## src/rtl/wb_pkg.sv

```systemverilog
`default_nettype none
// ============================================================================
// Module      : wb_pkg
// Description : Shared load-type encodings, widths, entry type and helper
//               functions for the write-back arbiter.
// Revision    : 1.0 - initial release
// ============================================================================
package wb_pkg;

    localparam int REG_AW = 5;
    localparam int DATA_W = 32;

    localparam logic [2:0] LD_LW  = 3'd0;
    localparam logic [2:0] LD_LH  = 3'd1;
    localparam logic [2:0] LD_LHU = 3'd2;
    localparam logic [2:0] LD_LB  = 3'd3;
    localparam logic [2:0] LD_LBU = 3'd4;

    typedef struct packed {
        logic [REG_AW-1:0] waddr;
        logic [2:0]        ltype;
        logic [1:0]        off;
    } ld_entry_t;

    // Big-endian lane select: byte 0 lives in rdata[31:24].
    function automatic logic [DATA_W-1:0] ld_extract(
        input logic [2:0]        ltype,
        input logic [1:0]        off,
        input logic [DATA_W-1:0] rdata
    );
        logic [7:0]  b;
        logic [15:0] h;
        logic [DATA_W-1:0] res;
        case (off)
            2'd0:    b = rdata[31:24];
            2'd1:    b = rdata[23:16];
            2'd2:    b = rdata[15:8];
            default: b = rdata[7:0];
        endcase
        h = off[1] ? rdata[15:0] : rdata[31:16];
        case (ltype)
            LD_LH:   res = {{16{h[15]}}, h};
            LD_LHU:  res = {16'h0000, h};
            LD_LB:   res = {{24{b[7]}}, b};
            LD_LBU:  res = {24'h000000, b};
            default: res = rdata;
        endcase
        return res;
    endfunction

    function automatic logic addr_hit(
        input logic [REG_AW-1:0] chk,
        input logic [REG_AW-1:0] addr
    );
        return (chk != '0) && (chk == addr);
    endfunction

    function automatic logic hit3(
        input logic [REG_AW-1:0] a,
        input logic [REG_AW-1:0] b,
        input logic [REG_AW-1:0] d,
        input logic [REG_AW-1:0] addr
    );
        return addr_hit(a, addr) | addr_hit(b, addr) | addr_hit(d, addr);
    endfunction

endpackage
`default_nettype wire

```

## src/rtl/wb_ld_queue.sv

```systemverilog
`default_nettype none
// ============================================================================
// Module      : wb_ld_queue
// Description : In-order outstanding-load FIFO with per-slot address/valid
//               taps for hazard comparison.
// Revision    : 1.0 - initial release
// ============================================================================
module wb_ld_queue
    import wb_pkg::*;
#(
    parameter int QDEPTH = 4
) (
    input  logic                     clk,
    input  logic                     rst,
    input  logic                     i_push,
    input  ld_entry_t                i_entry,
    input  logic                     i_pop,
    output ld_entry_t                o_head,
    output logic                     o_full,
    output logic                     o_empty,
    output logic [QDEPTH*REG_AW-1:0] o_addrs,
    output logic [QDEPTH-1:0]        o_vld
);

    localparam int PW = $clog2(QDEPTH);

    logic [PW:0]  r_wr;
    logic [PW:0]  r_rd;
    logic [PW:0]  w_cnt;
    ld_entry_t    r_mem [QDEPTH];

    always_ff @(posedge clk or posedge rst) begin
        if (rst) begin
            r_wr <= '0;
            r_rd <= '0;
        end else begin
            if (i_push) r_wr <= r_wr + 1'b1;
            if (i_pop)  r_rd <= r_rd + 1'b1;
        end
    end

    always_ff @(posedge clk) begin
        if (i_push) r_mem[r_wr[PW-1:0]] <= i_entry;
    end

    assign o_empty = (r_wr == r_rd);
    assign o_full  = (r_wr[PW] != r_rd[PW]) && (r_wr[PW-1:0] == r_rd[PW-1:0]);
    assign o_head  = r_mem[r_rd[PW-1:0]];
    assign w_cnt   = r_wr - r_rd;

    // A slot is live when its distance from the read pointer is below occupancy.
    generate
        for (genvar i = 0; i < QDEPTH; i++) begin : g_slot
            logic [PW-1:0] w_rel;
            assign w_rel                     = PW'(i) - r_rd[PW-1:0];
            assign o_vld[i]                  = ({1'b0, w_rel} < w_cnt);
            assign o_addrs[i*REG_AW +: REG_AW] = r_mem[i].waddr;
        end
    endgenerate

endmodule
`default_nettype wire

```

## src/rtl/wb_port_arbiter.sv

```systemverilog
`default_nettype none
// ============================================================================
// Module      : wb_port_arbiter
// Description : Merges ALU results and in-order load returns onto the single
//               register-file write port and flags decode hazards.
// Revision    : 1.0 - initial release
// ============================================================================
module wb_port_arbiter
    import wb_pkg::*;
#(
    parameter int QDEPTH = 4
) (
    input  logic              clk,
    input  logic              rst,
    input  logic              alu_valid,
    input  logic [REG_AW-1:0] alu_waddr,
    input  logic [DATA_W-1:0] alu_wdata,
    output logic              alu_ready,
    input  logic              ld_issue,
    input  logic [REG_AW-1:0] ld_waddr,
    input  logic [2:0]        ld_type,
    input  logic [1:0]        ld_off,
    output logic              ld_ready,
    input  logic              mem_rvalid,
    input  logic [DATA_W-1:0] mem_rdata,
    input  logic [REG_AW-1:0] chk_a,
    input  logic [REG_AW-1:0] chk_b,
    input  logic [REG_AW-1:0] chk_d,
    output logic              stall,
    output logic              reg_we,
    output logic [REG_AW-1:0] reg_W_addr,
    output logic [DATA_W-1:0] wdata,
    output logic              proto_err
);

    logic                     w_qfull;
    logic                     w_qempty;
    logic                     w_push;
    logic                     w_pop;
    ld_entry_t                w_entry;
    ld_entry_t                w_head;
    logic [QDEPTH*REG_AW-1:0] w_addrs;
    logic [QDEPTH-1:0]        w_vld;

    logic                     r_hold_valid;
    logic [REG_AW-1:0]        r_hold_addr;
    logic [DATA_W-1:0]        r_hold_data;
    logic                     r_we;
    logic [REG_AW-1:0]        r_waddr;
    logic [DATA_W-1:0]        r_wdata;
    logic                     r_perr;

    logic                     w_alu_acc;
    logic                     w_win_valid;
    logic [REG_AW-1:0]        w_win_addr;
    logic [DATA_W-1:0]        w_win_data;
    logic                     w_hold_set;
    logic                     w_hold_clr;
    logic                     w_perr_set;
    logic                     w_stall;

    // A pop frees a slot in the same cycle, so a push is taken even when full.
    assign w_pop   = mem_rvalid && !w_qempty;
    assign w_push  = ld_issue && (!w_qfull || w_pop);
    assign w_entry = '{waddr: ld_waddr, ltype: ld_type, off: ld_off};

    wb_ld_queue #(
        .QDEPTH (QDEPTH)
    ) u_ld_queue (
        .clk     (clk),
        .rst     (rst),
        .i_push  (w_push),
        .i_entry (w_entry),
        .i_pop   (w_pop),
        .o_head  (w_head),
        .o_full  (w_qfull),
        .o_empty (w_qempty),
        .o_addrs (w_addrs),
        .o_vld   (w_vld)
    );

    assign alu_ready  = !r_hold_valid;
    assign ld_ready   = !w_qfull;
    assign w_alu_acc  = alu_valid && !r_hold_valid;
    assign w_perr_set = (ld_issue && w_qfull && !w_pop) || (mem_rvalid && w_qempty);

    always_comb begin
        w_win_valid = 1'b0;
        w_win_addr  = '0;
        w_win_data  = '0;
        w_hold_set  = 1'b0;
        w_hold_clr  = 1'b0;
        if (w_pop) begin
            w_win_valid = 1'b1;
            w_win_addr  = w_head.waddr;
            w_win_data  = ld_extract(w_head.ltype, w_head.off, mem_rdata);
            w_hold_set  = w_alu_acc;
        end else if (r_hold_valid) begin
            w_win_valid = 1'b1;
            w_win_addr  = r_hold_addr;
            w_win_data  = r_hold_data;
            w_hold_clr  = 1'b1;
        end else if (w_alu_acc) begin
            w_win_valid = 1'b1;
            w_win_addr  = alu_waddr;
            w_win_data  = alu_wdata;
        end
    end

    always_ff @(posedge clk or posedge rst) begin
        if (rst) begin
            r_hold_valid <= 1'b0;
            r_hold_addr  <= '0;
            r_hold_data  <= '0;
            r_we         <= 1'b0;
            r_waddr      <= '0;
            r_wdata      <= '0;
            r_perr       <= 1'b0;
        end else begin
            if (w_hold_set) begin
                r_hold_valid <= 1'b1;
                r_hold_addr  <= alu_waddr;
                r_hold_data  <= alu_wdata;
            end else if (w_hold_clr) begin
                r_hold_valid <= 1'b0;
            end
            r_we    <= w_win_valid && (w_win_addr != '0);
            r_waddr <= w_win_addr;
            r_wdata <= w_win_data;
            if (w_perr_set) r_perr <= 1'b1;
        end
    end

    always_comb begin
        w_stall = 1'b0;
        for (int i = 0; i < QDEPTH; i++) begin
            if (w_vld[i] && hit3(chk_a, chk_b, chk_d, w_addrs[i*REG_AW +: REG_AW]))
                w_stall = 1'b1;
        end
        if (r_hold_valid && hit3(chk_a, chk_b, chk_d, r_hold_addr)) w_stall = 1'b1;
        if (r_we && hit3(chk_a, chk_b, chk_d, r_waddr))             w_stall = 1'b1;
    end

    assign stall      = w_stall;
    assign reg_we     = r_we;
    assign reg_W_addr = r_waddr;
    assign wdata      = r_wdata;
    assign proto_err  = r_perr;

endmodule
`default_nettype wire
```

## config.mk

```make
export PLATFORM = sky130hd
export DESIGN_NAME = wb_port_arbiter
export DESIGN_NICKNAME = d
export VERILOG_FILES = /design/src/rtl/wb_pkg.sv /design/src/rtl/wb_ld_queue.sv /design/src/rtl/wb_port_arbiter.sv
export SDC_FILE = /design/constraint.sdc
export NUM_CORES = 1
export LEC_CHECK = 0
export CAP_MARGIN = 20
export CORE_MARGIN = 2
export CORE_UTILIZATION = 56
export DETAILED_ROUTE_END_ITERATION = 8
export GPL_TIMING_DRIVEN = 0
export PLACE_DENSITY = 0.86
export SETUP_SLACK_MARGIN = 0.2
export SLEW_MARGIN = 20
export SYNTH_ARGS = -nofsm -noshare
export SYNTH_HDL_FRONTEND = slang
export SYNTH_SLANG_ARGS = --single-unit
```

## constraint.sdc

```tcl
create_clock -name clk -period 6.5 [get_ports clk]
set_input_delay 1.3 -clock clk [delete_from_list [all_inputs] [get_ports clk]]
set_output_delay 1.3 -clock clk [all_outputs]
set_load 0.02 [all_outputs]
```

== Word-level counts from Yosys, hierarchy flattened ==
Memories as Yosys holds them, arrays and structs flattened.
Cells that the tools add are included.
Word-level totals
  word-level logic and storage cells: 129
  flip-flop bits (word level): 83
  output and inout bits: 42
  bits in writable memories: 40
  memories: 1
  bits of input ports: 99
Memory list
  u_ld_queue.r_mem: depth 4, width 10, read ports 5, clocked after memory_dff 0, wr ports 1, RTL line wb_ld_queue.sv:30  | ld_entry_t r_mem [QDEPTH];
Cells by class
  reductions and logical operators: 44
  muxes and demuxes: 25
  equality and inequality tests: 27
  $lt $le $gt $ge: 4
  bitwise logic cells: 12
  add/sub/neg operators: 7
Operators with widths (count)
  $pmux 32 s4: 1
  $mux 32: 3
  $eq 5x5->1: 18
  $logic_and 1x1->1: 32
  $pmux 8 s3: 1
  $reduce_bool 5->1: 4
  $mux 1: 16
  $mux 16: 1
  $mux 5: 3
  $lt 2x3->1: 4
  $or 1x1->1: 12
  $add 3x1->3 const B: 2
  $eq 3x2->1 const B: 2
  $logic_not 1->1: 4
  $sub 1x2->2 const A: 2
  $sub 2x2->2 const A: 2
  $eq 3x1->1 const B: 1
  $eq 3x3->1: 1
  $eq 3x3->1 const B: 1
  $sub 3x3->3: 1
  $eq 2x1->1 const B: 1
  $eq 2x2->1: 1
  $eq 2x2->1 const B: 1
  $logic_not 2->1: 1
  3 further kinds: 4

== Depth between registers and ports, before layout ==
Gate-level depths: netlist of run 1.
  depth in word-level cells: 11
  gate-level depth with buffers: 11
  gate-level depth less buffers: 11

== Cells and area by module ==
Synthesis of run 1 repeated with hierarchy kept, for this count alone.
Unflattened totals
  cells, all modules: 635
  area total of the unflattened synthesis: 7083.0 um^2
Modules (own cells, without submodules)
  wb_port_arbiter: times used 1, sequential area each 1926.8 um^2, area each 4937.2 um^2, cells an instance 508
  wb_ld_queue: times used 1, sequential area each 1351.3 um^2, area each 2145.8 um^2, cells an instance 127

== Worst setup path after synthesis of run 1 ==
No wires, ideal clock.
  kind: in2out
  from: input port chk_b[1]
  to: output port stall
  buffers on the path: 1
  path slack: 2191 ps
  stages: 7
  arrival: 3009 ps
  required time: 5200 ps
  cell sequence: clkbuf_1 or4_1 nor2_1 nor4_1 o32ai_1 o2111a_1 nand3_1
Between the ends
  word-level cells in the longest chain between the ends: 11
  elaborated cells on any way between the ends: 37
  those cells by class: eq/ne (6); mux (6); bitwise (12); reduce/logical (13)
Ends and longest elaborated chain
  start: declaration: RTL line wb_port_arbiter.sv:27  | input logic [REG_AW-1:0] chk_b,
  $eq 5x5->1 or $reduce_bool 5->1 (tied branches): RTL line wb_pkg.sv:55  | return (chk != '0) && (chk == addr);
  $logic_and 1x1->1: RTL line wb_pkg.sv:55
  $or 1x1->1 (2 in series): RTL line wb_pkg.sv:64  | return addr_hit(a, addr) | addr_hit(b, addr) | addr_hit(d, addr);
  $logic_and 1x1->1: RTL line wb_port_arbiter.sv:137  | if (w_vld[i] && hit3(chk_a, chk_b, chk_d, w_addrs[i*REG_AW +: REG_AW]))
  $mux 1 (4 in series): RTL line wb_port_arbiter.sv:137
  $mux 1: RTL line wb_port_arbiter.sv:140  | if (r_hold_valid && hit3(chk_a, chk_b, chk_d, r_hold_addr)) w_stall = 1'b1;
  $mux 1 (*): RTL line wb_port_arbiter.sv:141  | if (r_we && hit3(chk_a, chk_b, chk_d, r_waddr)) w_stall = 1'b1;
  end: declaration: RTL line wb_port_arbiter.sv:29  | output logic stall,
Every way passes the cells marked *; elsewhere a longest branch is shown, timed or not.

== Final worst setup path of run 1 ==
Same ends and word-level chain as after synthesis.

==> results of run 1 <==
[per-layer routing]
layer / share of wire (%) / global-route usage (%)
met1: 38 / 41.17
met2: 48 / 53.53
met3: 11 / 8.540
met4: 3.8 / 15.58
met5: 0 / 0
[flip-flops by register name, indices dropped and copies added, names as in the netlist]
name              count
u_ld_queue.r_mem     40
r_hold_data          32
wdata                32
r_hold_addr           5
reg_W_addr            5
u_ld_queue.r_rd       3
u_ld_queue.r_wr       3
proto_err             1
r_hold_valid          1
reg_we                1
[worst max path at each step]
stage                 end     start  depth (start not counted)  slack, ns
floorplan           stall  chk_b[1]                          7       2.19
global placement    stall  chk_b[1]                          8       1.23
detailed placement  stall  chk_b[1]                          8       1.27
CTS                 stall  chk_b[1]                          8       1.26
global route        stall  chk_b[1]                          8       1.08
finish              stall  chk_b[1]                          8       1.15
[worst max-delay path, delay by kind of cell]
family,cells,cell delay [ns]
simple gates,4,1.24
buf+inv,2,0.83
compound gates,2,0.66
[cell usage in the layout, fill, tap and decap left out, types with 20 or more instances in the layout]
master,n
sky130_fd_sc_hd__a21oi_1,26
sky130_fd_sc_hd__clkbuf_1,31
sky130_fd_sc_hd__xor2_1,38
sky130_fd_sc_hd__nand3_1,20
sky130_fd_sc_hd__a221oi_1,23
sky130_fd_sc_hd__xnor2_1,60
sky130_fd_sc_hd__mux2_2,40
sky130_fd_sc_hd__dfrtp_1,83
sky130_fd_sc_hd__edfxtp_1,40
sky130_fd_sc_hd__nand2_1,32
sky130_fd_sc_hd__clkdlybuf4s50_1,125
[through the flow]
stage / std cells / power [mW]
global placement: 860 / 3.568
CTS: 893 / 4.766
finish: 893 / 4.810
floorplan: 588 / 2.864
detailed placement: 861 / 3.673
global route: 893 / 5.035
[logic make-up after synthesis]
logic type | share of synthesized area [%]
fa+ha+maj | 2.654
simple gates | 9.069
buf+inv | 3.381
xor+xnor | 12.87
mux | 12.63
flops | 47.62
compound gates | 11.78
[layout make-up]
type	instances	area [um2]	share of cell area, %
multi-input cells	409	3373	37.40
flip-flops and latches	123	3278	36.35
repair buffers	126	1279	14.18
clock buffers	24	544.3	6.035
well taps	147	183.9	2.039
plain buffers	40	172.7	1.915
clock inverters	8	125.1	1.387
inverters	16	62.56	0.6937
[power breakdown]
part,leakage (nW),total (mW),internal (mW),switching (mW)
Combinational,1.81,2.40,1.03,1.37
Sequential,1.35,1.36,1.13,0.233
Clock,0.329,1.05,0.700,0.348
Total,3.49,4.81,2.86,1.95
==> results.txt, run 1 <==
The final critical delay including setup and external delays is about 5.3 ns. The buffer depth of the longest clock path came out at 2. The endpoint required time on the critical path came out at ~5.2 ns. The number of DRC markers in iteration 0 came out at between 600 and 700. The TritonCTS clock tree is done. The synthesized instance count came out at between 500 and 600. The kind of start point of the critical path is an input port.

The minimum setup slack among reg-to-reg paths came out at between 3 and 4 ns. The number of storage elements in the synthesis netlist is roughly 120. The area of the core region is between 10000 and 15000 um2. The maximum fanout along the worst path is 7. The peak ir drop on the vdd network came out at between 0.3 and 0.4 mV. For this run, the register share of the synthesized area comes to between 40% and 50%. The die boundary height came out at between 100 and 150 um. The clock-pin slew of the registers on the worst-case setup and hold paths is 0.05 ns. The depth of the worst register-to-register path came out at 8. In this run, synthesis inferred 40 flip-flops with an integrated enable. On the worst path, the slowest cell contributes a delay of 0.59 ns.

The count of input and output buffers is approximately 130. The post-placement worst setup slack came out at around 1.3 ns. The HPWL after detailed placement is 14.76 mm. The number of placed I/O pins is around 140. Entering global routing, the biggest net connects between 50 and 60 pins. The most common cell in the netlist is sky130_fd_sc_hd__dfrtp_1.

The count of antenna-violating nets left after detailed routing came out at 0. The net count after synthesis is roughly 700. For this run, asynchronously set or reset flops after synthesis account for between 60% and 70%. The number of setup violations in the final report came out at 0. The flow ran to the end, and the final reports show no timing, DRC or antenna violations.

Ranked by instance count, the synthesized netlist is headed by sky130_fd_sc_hd__dfrtp_1 (83), sky130_fd_sc_hd__xnor2_1 (60), sky130_fd_sc_hd__edfxtp_1 (40), sky130_fd_sc_hd__mux2_2 (40), sky130_fd_sc_hd__xor2_1 (38). The horizontal die dimension is 114.9 um. The setup total negative slack is 0 ns. The first-pass GRT wire length is 32.29 mm. The most used flip-flop cell after synthesis is sky130_fd_sc_hd__dfrtp_1.

The number of buffers inserted to repair setup after CTS is 0. The count of vias placed by the detailed router is approximately 5800. The Yosys step of the flow raised 0 warnings. In this run, distinct cell masters in the synthesized netlist total between 50 and 60. The static leakage is 3.487 nW.

The placed instance area is ~8300 um2. The global-route congestion overflow total came out at 0. The count of cells along the worst hold path came out at 1.

The post-layout net count came out at approximately 850. The worst flop-to-flop path startpoint is u_ld_queue.r_rd[1]$_DFFE_PP0N_. The clock buffer count from CTS is 17.

The post-route clock skew came out at about 0.0053 ns. After routing the design area is 9019 um2. Walking the worst path, the cells encountered are clkbuf_1 > or4_1 > nor2_1 > nor4_1 > o32ai_1 > o2111a_1 > nand3_1 > clkdlybuf4s50_1. The count of fill cells added during filler insertion is a little under 800. In this run the power density over the cells is about 530 nW/um2. The final count of hold timing violations came out at 0. The H-tree level count is 4.

The first-pass iteration count of the detailed router came out at 5. For hold timing, the worst endpoint is u_ld_queue.r_rd[2]$_DFFE_PP0N_. Across the run, the number of max-cap violations was 0.

Cells with a size suffix above 1 make up about an eighth of the layout. The final period utilization is between 80% and 90%. The clock latency on the worst-skew pair came out at 0.42 ns. The share of the synthesized area in the top cell type is between 30% and 40%. The total count of max-transition violations in the final report is 0. The post-layout utilization of the core is 75.08%. The cell taking the most area after synthesis is sky130_fd_sc_hd__dfrtp_1.

The critical path arrival is 4.05 ns. In this run the mean area of a mapped cell was around 12 um2. The standard cell with the maximum stage delay on the critical path is sky130_fd_sc_hd__or4_1. After detailed routing, the total wire length is approximately 21 mm.

The worst hold path class is reg -> reg. Setup repair after global routing left no endpoint under its margin. Static timing analysis puts the maximum clock frequency at 187.0 MHz.

The via count of the first global-routing pass came to roughly 5900. The kind of critical path is in -> out. The average vias per placed instance is roughly 6.5. STA classifies the critical path endpoint as an output port. The site row count is 40.

The repair_antennas step left the layout with diodes totalling 0. The placer's final routability congestion estimate is 1.040. On the final layout, the worst hold slack is 0.4897 ns. The worst hold path begins at u_ld_queue.r_rd[2]$_DFFE_PP0N_.

Headroom to the max-slew limit came out at 30.86%. The reg-to-reg endpoint is wdata[13]$_DFF_PP0_. The number of clock sinks seen by CTS is roughly 120. In the post-synthesis netlist, the biggest area contributors are sky130_fd_sc_hd__dfrtp_1 (30%), sky130_fd_sc_hd__edfxtp_1 (17%), sky130_fd_sc_hd__xnor2_1 (7.6%), sky130_fd_sc_hd__mux2_2 (6.5%), sky130_fd_sc_hd__xor2_1 (4.8%). The netlist area before placement came out at 6884 um2.

The starting density of the core is between 50% and 60%. The initial antenna violation count came out at 0. The library cell used as clock root buffer is sky130_fd_sc_hd__clkbuf_16. In this run, post-CTS repair resized a total of 0 instances. For the pin with the worst max-slew slack, the measured transition is between 1 and 1.5 ns. The average routed wire per standard cell is approximately 24 um.

The die area is about 13000 um2. From synthesis to final layout, the design area changed by 31.01%. In the routed design, unresolved DRC markers number 0. After clock tree synthesis, the flow added hold-fix buffers numbering 0.

The total track usage came out at around 33%. The minimum setup slack in the final design is 1.152 ns.
No activity file was read; power rests on OpenSTA's default activity.
==> inputs of run 2 (changes only) <==
Settings changed: CORE_UTILIZATION 56 to 47, PLACE_DENSITY 0.86 to 0.77.
Clock period 6.5 ns to 4.6 ns, I/O delays scaled along.
==> results.txt, run 2 (synthesized netlist as in run 1, its figures left out) <==
The buffer depth of the longest clock path came out at 2. The count of input and output buffers came out at between 100 and 150. The number of buffers inserted to repair setup after CTS came out at 0. The via count of the first global-routing pass was 5850.

The post-layout net count came out at approximately 850. The H-tree level count is 4. Max-cap violations in this run came to 0. Once placement finished, the instance area stood at 8396 um2. The type of destination of the critical path is an output port. The hold slack came out at 0.4972 ns. The post-placement cell count is 898. The clock-pin slew of the registers on the worst-case setup and hold paths is around 0.06 ns.

Timing would allow up to roughly 250 MHz. The initial antenna violation count came out at 0. Traced cell by cell, the critical path runs through clkbuf_1 > or4_1 > nor2_4 > nor4_1 > o32ai_1 > o2111a_1 > nand3_1 > dlymetal6s2s_1. The number of clock sinks seen by CTS came out at around 120. The number of DRC markers in iteration 0 came out at ~540.

The die boundary height is between 100 and 150 um. The endpoint identified for the worst register-to-register timing path is r_hold_data[9]$_DFFE_PP0P_. The average routed wire per standard cell is ~22 um. The worst setup path is launched from an input port. The first-pass iteration count of the detailed router is 6.

The kind of critical path is in -> out. The total track usage is around a quarter. The final period utilization is around 87%. The total count of max-transition violations in the final report came out at 0.

Setup violations remaining at the end of the flow were counted as 0. The category of cells accounting for the largest share of critical-path delay is simple AND/OR/NAND/NOR gates. Setup repair after global routing left no endpoint under its margin. The final standard cell area without fillers came out at ~9000 um2. The worst flop-to-flop path startpoint is u_ld_queue.r_rd[1]$_DFFE_PP0N_. The slowest stage of the critical path belongs to the cell sky130_fd_sc_hd__or4_1. The starting density of the core is about 48%. The clock buffer count from CTS is 17. The count of vias placed by the detailed router came out at roughly 5600. Setup total negative slack on the finished layout was measured at 0 ns. The final routed DRC violation total came out at 0. The proportion of layout cells with a drive suffix above 1 came out at around an eighth. The first global-routing pass estimated 32.17 mm of wire.

The depth of the worst register-to-register path came out at 8. Before CTS, the worst setup slack after placement is approximately 0.026 ns. The clock latency on the worst-skew pair is ~0.41 ns. The library cells used most frequently in the layout, excluding fill and tap cells, are sky130_fd_sc_hd__clkdlybuf4s50_1 (124), sky130_fd_sc_hd__dfrtp_1 (83), sky130_fd_sc_hd__xnor2_1 (60).

Leaving out fill and tap cells, the most frequent cell in the layout is sky130_fd_sc_hd__clkdlybuf4s50_1. The final standard cell count with taps included and fillers excluded is 930. TritonCTS built the clock tree. The flow ran to the end, and the final reports show no timing, DRC or antenna violations. The minimum setup slack among reg-to-reg paths came out at approximately 1.5 ns. Entering global routing, the biggest net connects between 40 and 50 pins. The minimum setup slack in the final design is 0.5870 ns. STA puts the critical path data required time at ~3.7 ns. The repair_antennas step left the layout with diodes totalling 0. Headroom to the max-slew limit came out at 31.99%. The number of placed I/O pins came out at roughly 140.

For the finished layout, the period the worst path requires is about 4.0 ns. The site row count came out at 44. The startpoint identified for the worst hold timing path is u_ld_queue.r_rd[2]$_DFFE_PP0N_. The power per cell area is ~730 nW/um2. The analysis attributes to cell leakage a power of around 3.5 nW.

The path length in cells of the critical path came out at 8. The design draws ~6.6 mW. The tightest min-delay check is of the reg -> reg type. After global routing the overflow that remains totals 0. Clock tree synthesis selected as its root buffer the cell sky130_fd_sc_hd__clkbuf_16. In this run the standard cell core region covers 14420 um2. The count of antenna-violating nets left after detailed routing is 0. The post-layout utilization of the core is approximately 63%. The peak ir drop on the vdd network is about 0.38 mV. The area growth from synthesis to layout is 31.13%. In this run the worst path has a maximum fanout of 7.

The hold-critical path endpoint is u_ld_queue.r_rd[2]$_DFFE_PP0N_. The clock arrives with 0.005676 ns of skew. The slew at the pin closest to its max-slew limit is 1.016 ns. The congestion estimate from routability-driven global placement came to a little under 1. The delay of the slowest cell on the worst path came out at between 0.6 and 0.7 ns. The critical path arrival came out at slightly above 3 ns.

The register with the most flip-flops in the layout has 40 of them. Dividing the detail-routed via count by the number of cells gives between 6 and 7. The horizontal die dimension is 125.0 um. The HPWL after detailed placement is approximately 15 mm. The die covers around 16000 um2. Summed over all layers, the routed wires come to between 20 and 25 mm. The final count of hold timing violations is 0. The number of buffers and inverters on the critical path is 2. The count of cells along the worst hold path is 1.
-- run 2: routing by layer --
layer | up-vias | wire, um | track usage [%]
met5 | - | 0 | 0
met4 | 0 | 720 | 12.94
met3 | 52 | 1221 | 4.621
met2 | 257 | 10180 | 43.70
met1 | 2810 | 8539 | 33.91
li1 | 2487 | - | -
-- run 2: worst max-delay path by stage --
| stage | startpoint | to |
|---|---|---|
| after floorplan | chk_b[1] | stall |
| after global placement | chk_a[1] | stall |
| after detailed placement | chk_a[1] | stall |
| after CTS | chk_d[1] | stall |
| after global routing | u_ld_queue.r_rd[1]$_DFFE_PP0N_ | stall |
| final | chk_a[1] | stall |
-- run 2: repair_timing --
item,4_1_cts,5_1_grt
hold buffers,0,0
gates resized for setup,5,3
setup endpoints to repair,1,1
-- run 2: layout make-up --
cell class / instances / area, um2
sequential: 123 / 3278
clock inverter: 12 / 136.4
tap: 184 / 230.2
timing repair buffer: 126 / 1281
multi-input combinational: 409 / 3396
inverter: 16 / 62.56
clock buffer: 20 / 467.9
fill: 1090 / 5396
buffer: 40 / 175.2
-- run 2: worst reg2reg max path: cells and delay by family, from the launching register on --
family                     cells  cell delay [ns]
and+or+nand+nor                2             0.50
muxes                          1             0.43
AOI/OAI and AO/OA              1             0.26
buffers and inverters          3             1.03
DFF                            1             0.42
adders and majority gates      1             0.35
-- run 2: power breakdown --
group	total, mW	internal, mW	switching (mW)
logic	3.33	1.46	1.88
clock network	1.34	0.847	0.491
registers	1.92	1.60	0.322
total	6.59	3.90	2.69
